$ cat src/rtl/stat_report_sched_pkg.sv
// Shared constants, header layout and FSM encoding for the stats report scheduler.
// Report packets use the IOQ module-header format: one header word, data words, one EOP word.
package stat_report_sched_pkg;

    localparam logic [7:0]  IO_QUEUE_STAGE_NUM = 8'hFF;
    localparam logic [7:0]  EOP_CTRL           = 8'h80;
    localparam logic [63:0] PAD_WORD           = 64'hFFFF_FFFF_FFFF_FFFF;

    localparam int HDR_BYTE_LEN_POS = 48;
    localparam int HDR_SRC_POS      = 32;
    localparam int HDR_WORD_LEN_POS = 16;
    localparam int HDR_DST_POS      = 0;

    typedef enum logic [4:0] {
        IDLE     = 5'b00001,
        THRU     = 5'b00010,
        RPT_HDR  = 5'b00100,
        RPT_DATA = 5'b01000,
        RPT_END  = 5'b10000
    } state_t;

    function automatic logic [63:0] make_hdr(input logic [15:0] byte_len,
                                             input logic [15:0] word_len,
                                             input logic [15:0] dst);
        logic [63:0] h;
        h = '0;
        h[HDR_BYTE_LEN_POS +: 16] = byte_len;
        h[HDR_SRC_POS      +: 16] = 16'h0;
        h[HDR_WORD_LEN_POS +: 16] = word_len;
        h[HDR_DST_POS      +: 16] = dst;
        return h;
    endfunction

endpackage

$ cat src/rtl/stat_report_sched_arb.sv
// Round-robin arbiter: grants the first requester at or after ptr, wrapping modulo N.
module rr_arbiter #(
    parameter int N  = 2,
    parameter int PW = 1
) (
    input  logic [N-1:0]  req,
    input  logic [PW-1:0] ptr,
    output logic [N-1:0]  grant,
    output logic [PW-1:0] grant_idx,
    output logic          any
);
    logic [PW:0]   sum;
    logic [PW-1:0] idx;

    always_comb begin
        grant     = '0;
        grant_idx = '0;
        any       = 1'b0;
        sum       = '0;
        idx       = '0;
        for (int k = 0; k < N; k++) begin
            sum = {1'b0, ptr} + (PW+1)'(k);
            if (sum >= (PW+1)'(N)) sum = sum - (PW+1)'(N);
            idx = sum[PW-1:0];
            if (!any && req[idx]) begin
                grant[idx] = 1'b1;
                grant_idx  = idx;
                any        = 1'b1;
            end
        end
    end

endmodule

$ cat src/rtl/stat_report_sched_fifo.sv
// Small first-word-fallthrough FIFO: the head entry is visible on dout whenever !empty.
// nearly_full leaves one free slot so the upstream can stop with a word already in flight.
module fallthrough_small_fifo #(
    parameter int WIDTH          = 72,
    parameter int MAX_DEPTH_BITS = 2
) (
    input  logic             clk,
    input  logic             reset,
    input  logic [WIDTH-1:0] din,
    input  logic             wr_en,
    input  logic             rd_en,
    output logic [WIDTH-1:0] dout,
    output logic             empty,
    output logic             nearly_full
);
    localparam int DEPTH = 1 << MAX_DEPTH_BITS;

    logic [WIDTH-1:0]        mem [DEPTH];
    logic [MAX_DEPTH_BITS-1:0] wr_ptr, rd_ptr;
    logic [MAX_DEPTH_BITS:0]   depth;
    logic                      full, wr_ok, rd_ok;

    assign full        = (depth == (MAX_DEPTH_BITS+1)'(DEPTH));
    assign empty       = (depth == '0);
    assign nearly_full = (depth >= (MAX_DEPTH_BITS+1)'(DEPTH-1));
    assign dout        = mem[rd_ptr];
    assign wr_ok       = wr_en && !full;
    assign rd_ok       = rd_en && !empty;

    always_ff @(posedge clk) begin
        if (wr_ok) mem[wr_ptr] <= din;
    end

    always_ff @(posedge clk) begin
        if (reset) begin
            wr_ptr <= '0;
            rd_ptr <= '0;
            depth  <= '0;
        end else begin
            if (wr_ok) wr_ptr <= wr_ptr + 1'b1;
            if (rd_ok) rd_ptr <= rd_ptr + 1'b1;
            case ({wr_ok, rd_ok})
                2'b10:   depth <= depth + 1'b1;
                2'b01:   depth <= depth - 1'b1;
                default: depth <= depth;
            endcase
        end
    end

endmodule

$ cat src/rtl/stat_report_sched.sv
// Merges fixed-length RTT timestamp reports from per-CPU time_fifos into the forwarded stream,
// only at packet boundaries. Handshake: a word transfers in any cycle where out_wr is high;
// out_wr is only raised while out_rdy is high, combinationally in the same cycle.
module stat_report_sched
    import stat_report_sched_pkg::*;
#(
    parameter int DATA_WIDTH = 64,
    parameter int CTRL_WIDTH = DATA_WIDTH / 8,
    parameter int NUM_SRC    = 2,
    parameter int RPT_WORDS  = 16,
    parameter int TMO_WIDTH  = 16
) (
    input  logic                    clk,
    input  logic                    reset,
    input  logic [DATA_WIDTH-1:0]   in_data,
    input  logic [CTRL_WIDTH-1:0]   in_ctrl,
    input  logic                    in_wr,
    output logic                    in_rdy,
    output logic [DATA_WIDTH-1:0]   out_data,
    output logic [CTRL_WIDTH-1:0]   out_ctrl,
    output logic                    out_wr,
    input  logic                    out_rdy,
    input  logic [NUM_SRC*64-1:0]   stat_dout,
    input  logic [NUM_SRC-1:0]      stat_empty,
    input  logic [NUM_SRC-1:0]      stat_full,
    output logic [NUM_SRC-1:0]      stat_rd_en,
    input  logic [TMO_WIDTH-1:0]    cfg_timeout,
    input  logic [NUM_SRC-1:0]      sw_flush,
    output logic [31:0]             rpt_count
);
    localparam int PTR_W = (NUM_SRC > 1) ? $clog2(NUM_SRC) : 1;
    localparam int FW    = CTRL_WIDTH + DATA_WIDTH;

    state_t state, state_next;

    logic [FW-1:0]         fifo_dout;
    logic [DATA_WIDTH-1:0] fifo_data;
    logic [CTRL_WIDTH-1:0] fifo_ctrl;
    logic                  fifo_empty, fifo_nearly_full, fifo_rd;

    logic [NUM_SRC-1:0]    pending, set_evt, grant, arb_grant;
    logic [TMO_WIDTH-1:0]  age [NUM_SRC];
    logic [PTR_W-1:0]      rr_ptr, g_idx, arb_idx;
    logic                  arb_any, thru_first;
    logic [7:0]            word_cnt;
    logic [63:0]           sel_dout, hdr_word;
    logic [15:0]           hdr_dst;

    fallthrough_small_fifo #(.WIDTH(FW), .MAX_DEPTH_BITS(2)) u_in_fifo (
        .clk         (clk),
        .reset       (reset),
        .din         ({in_ctrl, in_data}),
        .wr_en       (in_wr),
        .rd_en       (fifo_rd),
        .dout        (fifo_dout),
        .empty       (fifo_empty),
        .nearly_full (fifo_nearly_full)
    );

    assign in_rdy    = !fifo_nearly_full;
    assign fifo_data = fifo_dout[DATA_WIDTH-1:0];
    assign fifo_ctrl = fifo_dout[FW-1:DATA_WIDTH];

    rr_arbiter #(.N(NUM_SRC), .PW(PTR_W)) u_arb (
        .req       (pending),
        .ptr       (rr_ptr),
        .grant     (arb_grant),
        .grant_idx (arb_idx),
        .any       (arb_any)
    );

    // A set event coinciding with the grant is dropped; full/age will raise it again later.
    always_comb begin
        for (int i = 0; i < NUM_SRC; i++) begin
            set_evt[i] = stat_full[i] || sw_flush[i] ||
                         ((cfg_timeout != '0) && (age[i] == cfg_timeout));
        end
    end

    always_ff @(posedge clk) begin
        if (reset) begin
            pending <= '0;
            for (int i = 0; i < NUM_SRC; i++) age[i] <= '0;
        end else begin
            for (int i = 0; i < NUM_SRC; i++) begin
                if (grant[i])        pending[i] <= 1'b0;
                else if (set_evt[i]) pending[i] <= 1'b1;

                if (grant[i] || stat_empty[i])
                    age[i] <= '0;
                else if (!pending[i] && (age[i] != {TMO_WIDTH{1'b1}}))
                    age[i] <= age[i] + 1'b1;
            end
        end
    end

    assign sel_dout = stat_dout[64*g_idx +: 64];
    assign hdr_dst  = 16'd1 << {g_idx, 1'b1};
    assign hdr_word = make_hdr(16'(RPT_WORDS * 8), 16'(RPT_WORDS), hdr_dst);

    always_ff @(posedge clk) begin
        if (reset) state <= IDLE;
        else       state <= state_next;
    end

    always_comb begin
        state_next = state;
        out_wr     = 1'b0;
        out_data   = '0;
        out_ctrl   = '0;
        stat_rd_en = '0;
        fifo_rd    = 1'b0;
        grant      = '0;
        case (state)
            IDLE: begin
                if (arb_any) begin
                    grant      = arb_grant;
                    state_next = RPT_HDR;
                end else if (!fifo_empty) begin
                    state_next = THRU;
                end
            end
            THRU: begin
                if (!fifo_empty && out_rdy) begin
                    out_wr   = 1'b1;
                    out_data = fifo_data;
                    out_ctrl = fifo_ctrl;
                    fifo_rd  = 1'b1;
                    if (!thru_first && (fifo_ctrl != '0)) state_next = IDLE;
                end
            end
            RPT_HDR: begin
                if (out_rdy) begin
                    out_wr     = 1'b1;
                    out_ctrl   = CTRL_WIDTH'(IO_QUEUE_STAGE_NUM);
                    out_data   = DATA_WIDTH'(hdr_word);
                    state_next = RPT_DATA;
                end
            end
            RPT_DATA: begin
                if (out_rdy) begin
                    out_wr = 1'b1;
                    if (!stat_empty[g_idx]) begin
                        out_data          = DATA_WIDTH'(sel_dout);
                        stat_rd_en[g_idx] = 1'b1;
                    end else begin
                        out_data = DATA_WIDTH'(PAD_WORD);
                    end
                    if (word_cnt == 8'(RPT_WORDS - 1)) state_next = RPT_END;
                end
            end
            RPT_END: begin
                if (out_rdy) begin
                    out_wr     = 1'b1;
                    out_ctrl   = CTRL_WIDTH'(EOP_CTRL);
                    out_data   = DATA_WIDTH'({32'h0, rpt_count});
                    state_next = IDLE;
                end
            end
            default: state_next = IDLE;
        endcase
    end

    always_ff @(posedge clk) begin
        if (reset) begin
            g_idx      <= '0;
            rr_ptr     <= '0;
            word_cnt   <= '0;
            rpt_count  <= '0;
            thru_first <= 1'b0;
        end else begin
            if (state == IDLE && arb_any) begin
                g_idx  <= arb_idx;
                rr_ptr <= (arb_idx == PTR_W'(NUM_SRC - 1)) ? '0 : arb_idx + 1'b1;
            end
            // The first word of a forwarded packet carries a header ctrl, not an EOP marker.
            if (state == IDLE)  thru_first <= 1'b1;
            else if (fifo_rd)   thru_first <= 1'b0;
            if (state == RPT_HDR)                 word_cnt <= '0;
            else if (state == RPT_DATA && out_rdy) word_cnt <= word_cnt + 1'b1;
            if (state == RPT_END && out_rdy) rpt_count <= rpt_count + 1'b1;
        end
    end

endmodule

$ cat config.mk
export PLATFORM = sky130hd
export DESIGN_NAME = stat_report_sched
export DESIGN_NICKNAME = d
export VERILOG_FILES = /design/src/rtl/stat_report_sched_pkg.sv /design/src/rtl/stat_report_sched_arb.sv /design/src/rtl/stat_report_sched_fifo.sv /design/src/rtl/stat_report_sched.sv
export SDC_FILE = /design/constraint.sdc
export NUM_CORES = 1
export LEC_CHECK = 0
export CAP_MARGIN = 20
export CORE_UTILIZATION = 45
export DETAILED_ROUTE_END_ITERATION = 8
export HOLD_SLACK_MARGIN = 0.12
export PLACE_DENSITY_LB_ADDON = 0.3
export SYNTH_ARGS = -nofsm -noshare
export SYNTH_HDL_FRONTEND = slang
export SYNTH_SLANG_ARGS = --single-unit
$ cat constraint.sdc
create_clock -name clk -period 3.1 [get_ports clk]
set_input_delay 0.465 -clock clk [delete_from_list [all_inputs] [get_ports clk]]
set_output_delay 0.465 -clock clk [all_outputs]
set_load 0.02 [all_outputs]
==> flow_summary.ini, run 1 <==
[place]
placedCellCount = 1951
place_ws_ps = -28.8
dpl-instance-area_mm2 = 0.0210
port_buffers = 333
hpwl_um = 31000
gp_congestion = 0.870

[clock_tree]
cts.sinks = 379
clk_latency_ps = 520
htree_levels = 2
cts_buffer_depth = 3
cts_root_buf = clkbuf_16
cts_hold_buf = 0
clk_pin_slew_ps = 60
cts-buffers-inserted = 40
postCtsSetupBuffers = 0
cts_tree = built

[power]
total_power_mw = 12.1
internal-power_mw = 9.39
power.switching_mw = 2.69
vdd_ir_drop_max_v = 0.000482
p_leak_nw = 7.56
clock_power_share_pct = 39.6
p_per_area_mw_per_mm2 = 544
sw_frac_of_total_pct = 22.2
p_comb_share_pct = 10.9
seqPwrFrac_pct = 49.4

[final_layout]
syn2layout_area_growth_pct = 33.3
design_area_mm2 = 0.0222
n_fill_cell = 2751
drive_above_1_share_pct = 15.0
final_util_pct = 60.8
nNetsFinal = 1762
instances_no_fill = 2028

[sta]
worst_pin_slew_ps = 717
fmax_mhz = 332
post-route-period-util_pct = 97.1
finalHoldViolations = 0
rsz0062_at_grt = no
finalSetupViolations = 0
fin_ws_ps = 91.2
finalSetupTns_ps = 0
relSlewSlack_pct = 52.2
hold_ws_ps = 194
drv_slew = 0
post-route-min-period_ps = 3010
skew_ps = 9.25

[floorplan]
die_x_um = 194
io_pins = 334
rows = 70
design.core.area_mm2 = 0.0365
start_util_pct = 45.6
die_area_mm2 = 0.0378
die_h_um = 194

[yosys]
yosys_warnings = 0
avgSynthCellArea_um2 = 14.3
synthTopCellsByArea = edfxtp_1, mux4_2, dfxtp_1
synth_top_area_share_pct = 57.6
postSynthNetCount = 1404
ys.flop_type = edfxtp_1
synth.cell_area_mm2 = 0.0167
synth_edf_count = 320
yosysSeqAreaShare_pct = 64.7
yosysTopAreaCell = edfxtp_1
ys_seq_elements = 379
syn_inst = 1168
synth.distinct_cells = 60
async_flop_share_pct = 0

[critical_path]
end_kind = output pin
critPathKind = reg -> out
critPathLaunchType = flip-flop
ff2ff_setup_slack_ps = 320
reg2reg_to = u_in_fifo.depth[2]
crit_chain = or3_2 -> nor3_4 -> nand3_2 -> clkinv_4 -> buf_12 -> a221o_1 -> dlygate4sd2_1
cp.depth = 7
crit_fanout = 29
critPathLaunch = state[4]
slowest_delay_ps = 530
required_ps = 2630
slowest_stage = or3_2
crit_buf_inv = 3
critical_path_arrival_ps = 2540
ff2ff_path_depth = 11
cpLargestDelayFamily = simple AND/OR/NAND/NOR gates
timing.rr.start = state[4]
worstSetupEndpoint = out_data[8]

[min_path]
min_path_cells = 2
worstHoldPathType = in -> reg

[grt]
grt_max_degree = 51
grtUsageTotal_pct = 23.2
grt_pass1_vias = 11600
grt_pass1_wl_um = 66900
antenna_found_initial = 8
grt_overflow_total = 0

[drt]
vias_per_cell = 5.68
drt-initial-drc-count = 698
ant_nets = 0
postRouteWirelength_um = 44500
dr.pass1.iters = 5
via_count = 11500
post_drt_wl_per_cell_um = 21.9
drc = 0

[run_status]
status = finished, final reports clean

[run]
cap_viol_max_count = 0
-- worst min-delay path by stage --
stage                            from     endpoint  slack (ps)
final                           reset       rr_ptr         190
after global routing            reset       rr_ptr         190
after CTS                       reset       rr_ptr         170
after detailed placement  word_cnt[1]  word_cnt[1]         480
after global placement    word_cnt[1]  word_cnt[1]         460
after floorplan           word_cnt[1]  word_cnt[1]         450
-- final cells by class --
cell class / instances / area, um2 / area share (%)
antenna: 5 / 12.5 / 0.0563
clock buffer: 56 / 1180 / 5.29
clock inverter: 15 / 161 / 0.726
inverter: 23 / 91.3 / 0.411
multi-input combinational: 698 / 5520 / 24.8
sequential: 379 / 10800 / 48.6
tap: 468 / 586 / 2.64
timing repair buffer: 384 / 3880 / 17.5
-- placed cells by master (no fill, tap or decap), types with 13 or more instances in the layout --
master	count
a21oi_1	30
o21ai_0	59
inv_1	22
or3_1	22
xor2_1	31
o22ai_1	61
nand3_1	24
nor3_1	15
mux4_2	72
clkdlybuf4s50_1	260
a221o_1	29
dlygate4sd2_1	38
nor2_1	109
buf_4	25
clkbuf_16	45
buf_12	25
clkbuf_2	13
edfxtp_1	320
nand4_1	24
nand2_1	64
xnor2_1	54
dfxtp_1	57
-- registers in the layout, indices dropped and copies added, names as in the netlist, named ones only --
register / flops
age: 32
pending: 2
u_in_fifo.rd_ptr: 2
thru_first: 1
u_in_fifo.mem: 288
rr_ptr: 1
u_in_fifo.depth: 3
rpt_count: 32
state: 5
word_cnt: 8
u_in_fifo.wr_ptr: 2
g_idx: 1
-- power by group through the flow --
stage | combinational, mW | sequential [mW] | clock (mW)
after floorplan | 0.657 | 6.03 | 0
after global placement | 1.31 | 6.05 | 0
after detailed placement | 1.33 | 6.07 | 0
after CTS | 1.33 | 5.97 | 4.87
after global routing | 1.42 | 6.00 | 5.07
final | 1.32 | 5.97 | 4.79
-- synth_stat cells (3+ instances only) --
master      n
dfxtp_1    59
nor4_1      9
buf_2      12
a21oi_1    30
nor2_1    109
a211o_1     3
and2_1      4
mux4_2     72
a221o_1    29
clkbuf_1   44
o22ai_1    61
or4_1       5
a21o_1      8
a31oi_1     4
nand2_1    64
clkbuf_8    3
xnor2_1    54
or3_1      22
nor3_1     15
ha_1        9
nand3_1    25
edfxtp_1  320
o211ai_1    4
buf_1       6
nor2b_1     3
xor2_1     31
inv_1      23
nand4_1    24
o21ai_0    60
and4_1     12
and3_1      9
-- metal layers --
layer	global-route usage (%)	vias up	wire (um)
met5	0	-	55
met3	5.28	90	3300
met1	29.6	5674	18100
met2	39.2	451	21700
met4	7.55	8	1300
li1	-	5302	-
-- what timing repair did --
item / 4_1_cts / 5_1_grt
gates resized for setup: 120 / 46
endpoints found under the setup margin: 72 / 55
gates cloned: 0 / 1
-- cells by family (layout without fill, tap and decap cells) --
logic type,count (synthesis),after routing,synth area share (%)
compound gates,213,213,8.32
xor+xnor,85,85,4.47
fa+ha+maj,10,10,0.796
buf+inv,91,478,2.36
flops,379,379,64.7
mux,75,75,9.91
other cells,0,5,0
simple gates,315,315,9.43
No activity file was read; power rests on OpenSTA's default activity.
==> run 2, diff against run 1 <==
--- a/config.mk
+++ b/config.mk
@@ -10,6 +10,7 @@
 export DETAILED_ROUTE_END_ITERATION = 8
 export HOLD_SLACK_MARGIN = 0.12
 export PLACE_DENSITY_LB_ADDON = 0.3
+export SLEW_MARGIN = 20
 export SYNTH_ARGS = -nofsm -noshare
 export SYNTH_HDL_FRONTEND = slang
 export SYNTH_SLANG_ARGS = --single-unit
==> results of run 2 <==
Final layout, timing and power as in run 1 (identical DEF).
==> run 3, diff against run 2 <==
--- a/config.mk
+++ b/config.mk
@@ -6,6 +6,7 @@
 export NUM_CORES = 1
 export LEC_CHECK = 0
 export CAP_MARGIN = 20
+export CORE_MARGIN = 1.5
 export CORE_UTILIZATION = 45
 export DETAILED_ROUTE_END_ITERATION = 8
 export HOLD_SLACK_MARGIN = 0.12
==> run 3 against run 2 <==
Routed wire length fell by 1.2%. Worst hold slack improved by 43 ps. Design area fell by 0.21%. Largest cell class unchanged. Critical path type unchanged. Maximum frequency barely moved.
==> flow_summary.ini, run 3 (synthesized netlist as in run 1, its figures left out) <==
[floorplan]
design.core.area_mm2 = 0.0365
start_util_pct = 45.6
die_h_um = 195
die_x_um = 195
io_pins = 334
die_area_mm2 = 0.0382
rows = 70

[min_path]
worstHoldPathType = in -> reg

[sta]
worst_pin_slew_ps = 700
rsz0062_at_grt = no
finalHoldViolations = 0
post-route-period-util_pct = 97.0
drv_slew = 0
finalSetupViolations = 0
fmax_mhz = 333
post-route-min-period_ps = 3010
skew_ps = 19.8
relSlewSlack_pct = 53.3

[place]
hpwl_um = 30600
port_buffers = 333
placedCellCount = 1948
gp_congestion = 0.881

[drt]
vias_per_cell = 5.63
postRouteWirelength_um = 43900
drt-initial-drc-count = 745
dr.pass1.iters = 4
via_count = 11500
ant_nets = 0
drc = 0
post_drt_wl_per_cell_um = 21.6

[critical_path]
ff2ff_setup_slack_ps = 310
end_kind = output pin
required_ps = 2630
critPathLaunch = state[4]
critPathKind = reg -> out
critPathLaunchType = flip-flop
reg2reg_to = u_in_fifo.depth[2]
critical_path_arrival_ps = 2540
worstSetupEndpoint = out_data[28]
crit_fanout = 22
ff2ff_path_depth = 11
timing.rr.start = state[4]

[final_layout]
regMostFlops = u_in_fifo.mem
n_fill_cell = 2741
final_util_pct = 60.7
drive_above_1_share_pct = 15.7
top_regs = u_in_fifo.mem x288, age x32, rpt_count x32
layout_commonest_cell = edfxtp_1
instances_no_fill = 2033
syn2layout_area_growth_pct = 33.0
largest_reg_flops = 288
nNetsFinal = 1766
final_cell_mix = edfxtp_1, clkdlybuf4s50_1, nor2_1

[grt]
antenna_found_initial = 12
grt_pass1_vias = 11300
grt_pass1_wl_um = 65500
grt_overflow_total = 0
grtUsageTotal_pct = 22.5
grt_max_degree = 55

[power]
total_power_mw = 12.1
vdd_ir_drop_max_v = 0.000418
clock_power_share_pct = 40.1
internal-power_mw = 9.35
power.switching_mw = 2.79
p_comb_share_pct = 10.6
p_leak_nw = 7.51
p_per_area_mw_per_mm2 = 548
seqPwrFrac_pct = 49.2
sw_frac_of_total_pct = 23.0

[clock_tree]
cts_buffer_depth = 3
cts_tree = built
htree_levels = 2
clk_latency_ps = 550
cts-buffers-inserted = 41
cts_hold_buf = 0
clk_pin_slew_ps = 60
cts.sinks = 379
cts_root_buf = clkbuf_16

[run]
cap_viol_max_count = 0

[run_status]
status = finished, final reports clean
==> run 3: what timing repair did <==
action | 4_1_cts | 5_1_grt
resized for setup | 102 | 101
pin swaps | 0 | 1
endpoints found under the setup margin | 72 | 72
setup buffers | 1 | 6
cloned | 0 | 0
==> run 3: routing by layer <==
layer / part of all wire [%] / routed length (um) / global-route usage (%) / vias to the layer above
met5: 0.20 / 90 / 0 / -
met4: 2.8 / 1240 / 8.15 / 12
met3: 7.3 / 3190 / 5.77 / 82
met2: 49 / 21400 / 37.3 / 373
met1: 41 / 18000 / 28.8 / 5668
li1: - / - / - / 5319
==> run 3: worst min path at each step <==
| stage | from | endpoint | slack [ps] | cells past startpoint |
|---|---|---|---|---|
| 3_3_place_gp | word_cnt[1] | word_cnt[1] | 460 | 2 |
| 4_1_cts | reset | pending[0] | 220 | 3 |
| 6_report | reset | pending[0] | 240 | 3 |
| 3_5_place_dp | word_cnt[1] | word_cnt[1] | 470 | 2 |
| 5_1_grt | reset | pending[0] | 240 | 3 |
| 2_1_floorplan | word_cnt[1] | word_cnt[1] | 450 | 2 |
==> run 3: area by class of cell <==
cell class                 instances  area [um2]  share of cell area [%]
inverter                          23        91.3                   0.412
timing repair buffer             387        3820                    17.2
clock inverter                    22         249                    1.12
sequential                       379       10800                    48.7
multi-input combinational        698        5510                    24.9
antenna                            5        12.5                  0.0564
tap                              468         586                    2.64
clock buffer                      51        1100                    4.98
==> run 3: per-stage QoR <==
step / setup slack [ps] / hold slack (ps) / area, um2 / setup TNS [ps]
after CTS: -5.05 / 219 / 22200 / -15.0
after global routing: 0.0673 / 241 / 22200 / 0
after global placement: -44.2 / 464 / 20900 / -59.6
after detailed placement: -63.5 / 471 / 20900 / -99.5
final: 92.6 / 238 / 22200 / 0
after floorplan: 29.1 / 454 / 16700 / 0
==> run 3: critical path, cell delays in order (launching register included) <==
cell,delay (ps)
dfxtp_1,310
or3_2,530
nor3_4,170
nand3_2,150
clkinv_4,140
buf_8,190
a221o_1,170
dlygate4sd2_1,330
==> run 3: power by group through the flow <==
stage	clock (mW)	sequential, mW	combinational (mW)
after global routing	5.14	6.00	1.39
final	4.87	5.97	1.29
after global placement	0	6.06	1.27
after detailed placement	0	6.08	1.30
after floorplan	0	6.03	0.657
after CTS	4.95	5.97	1.29
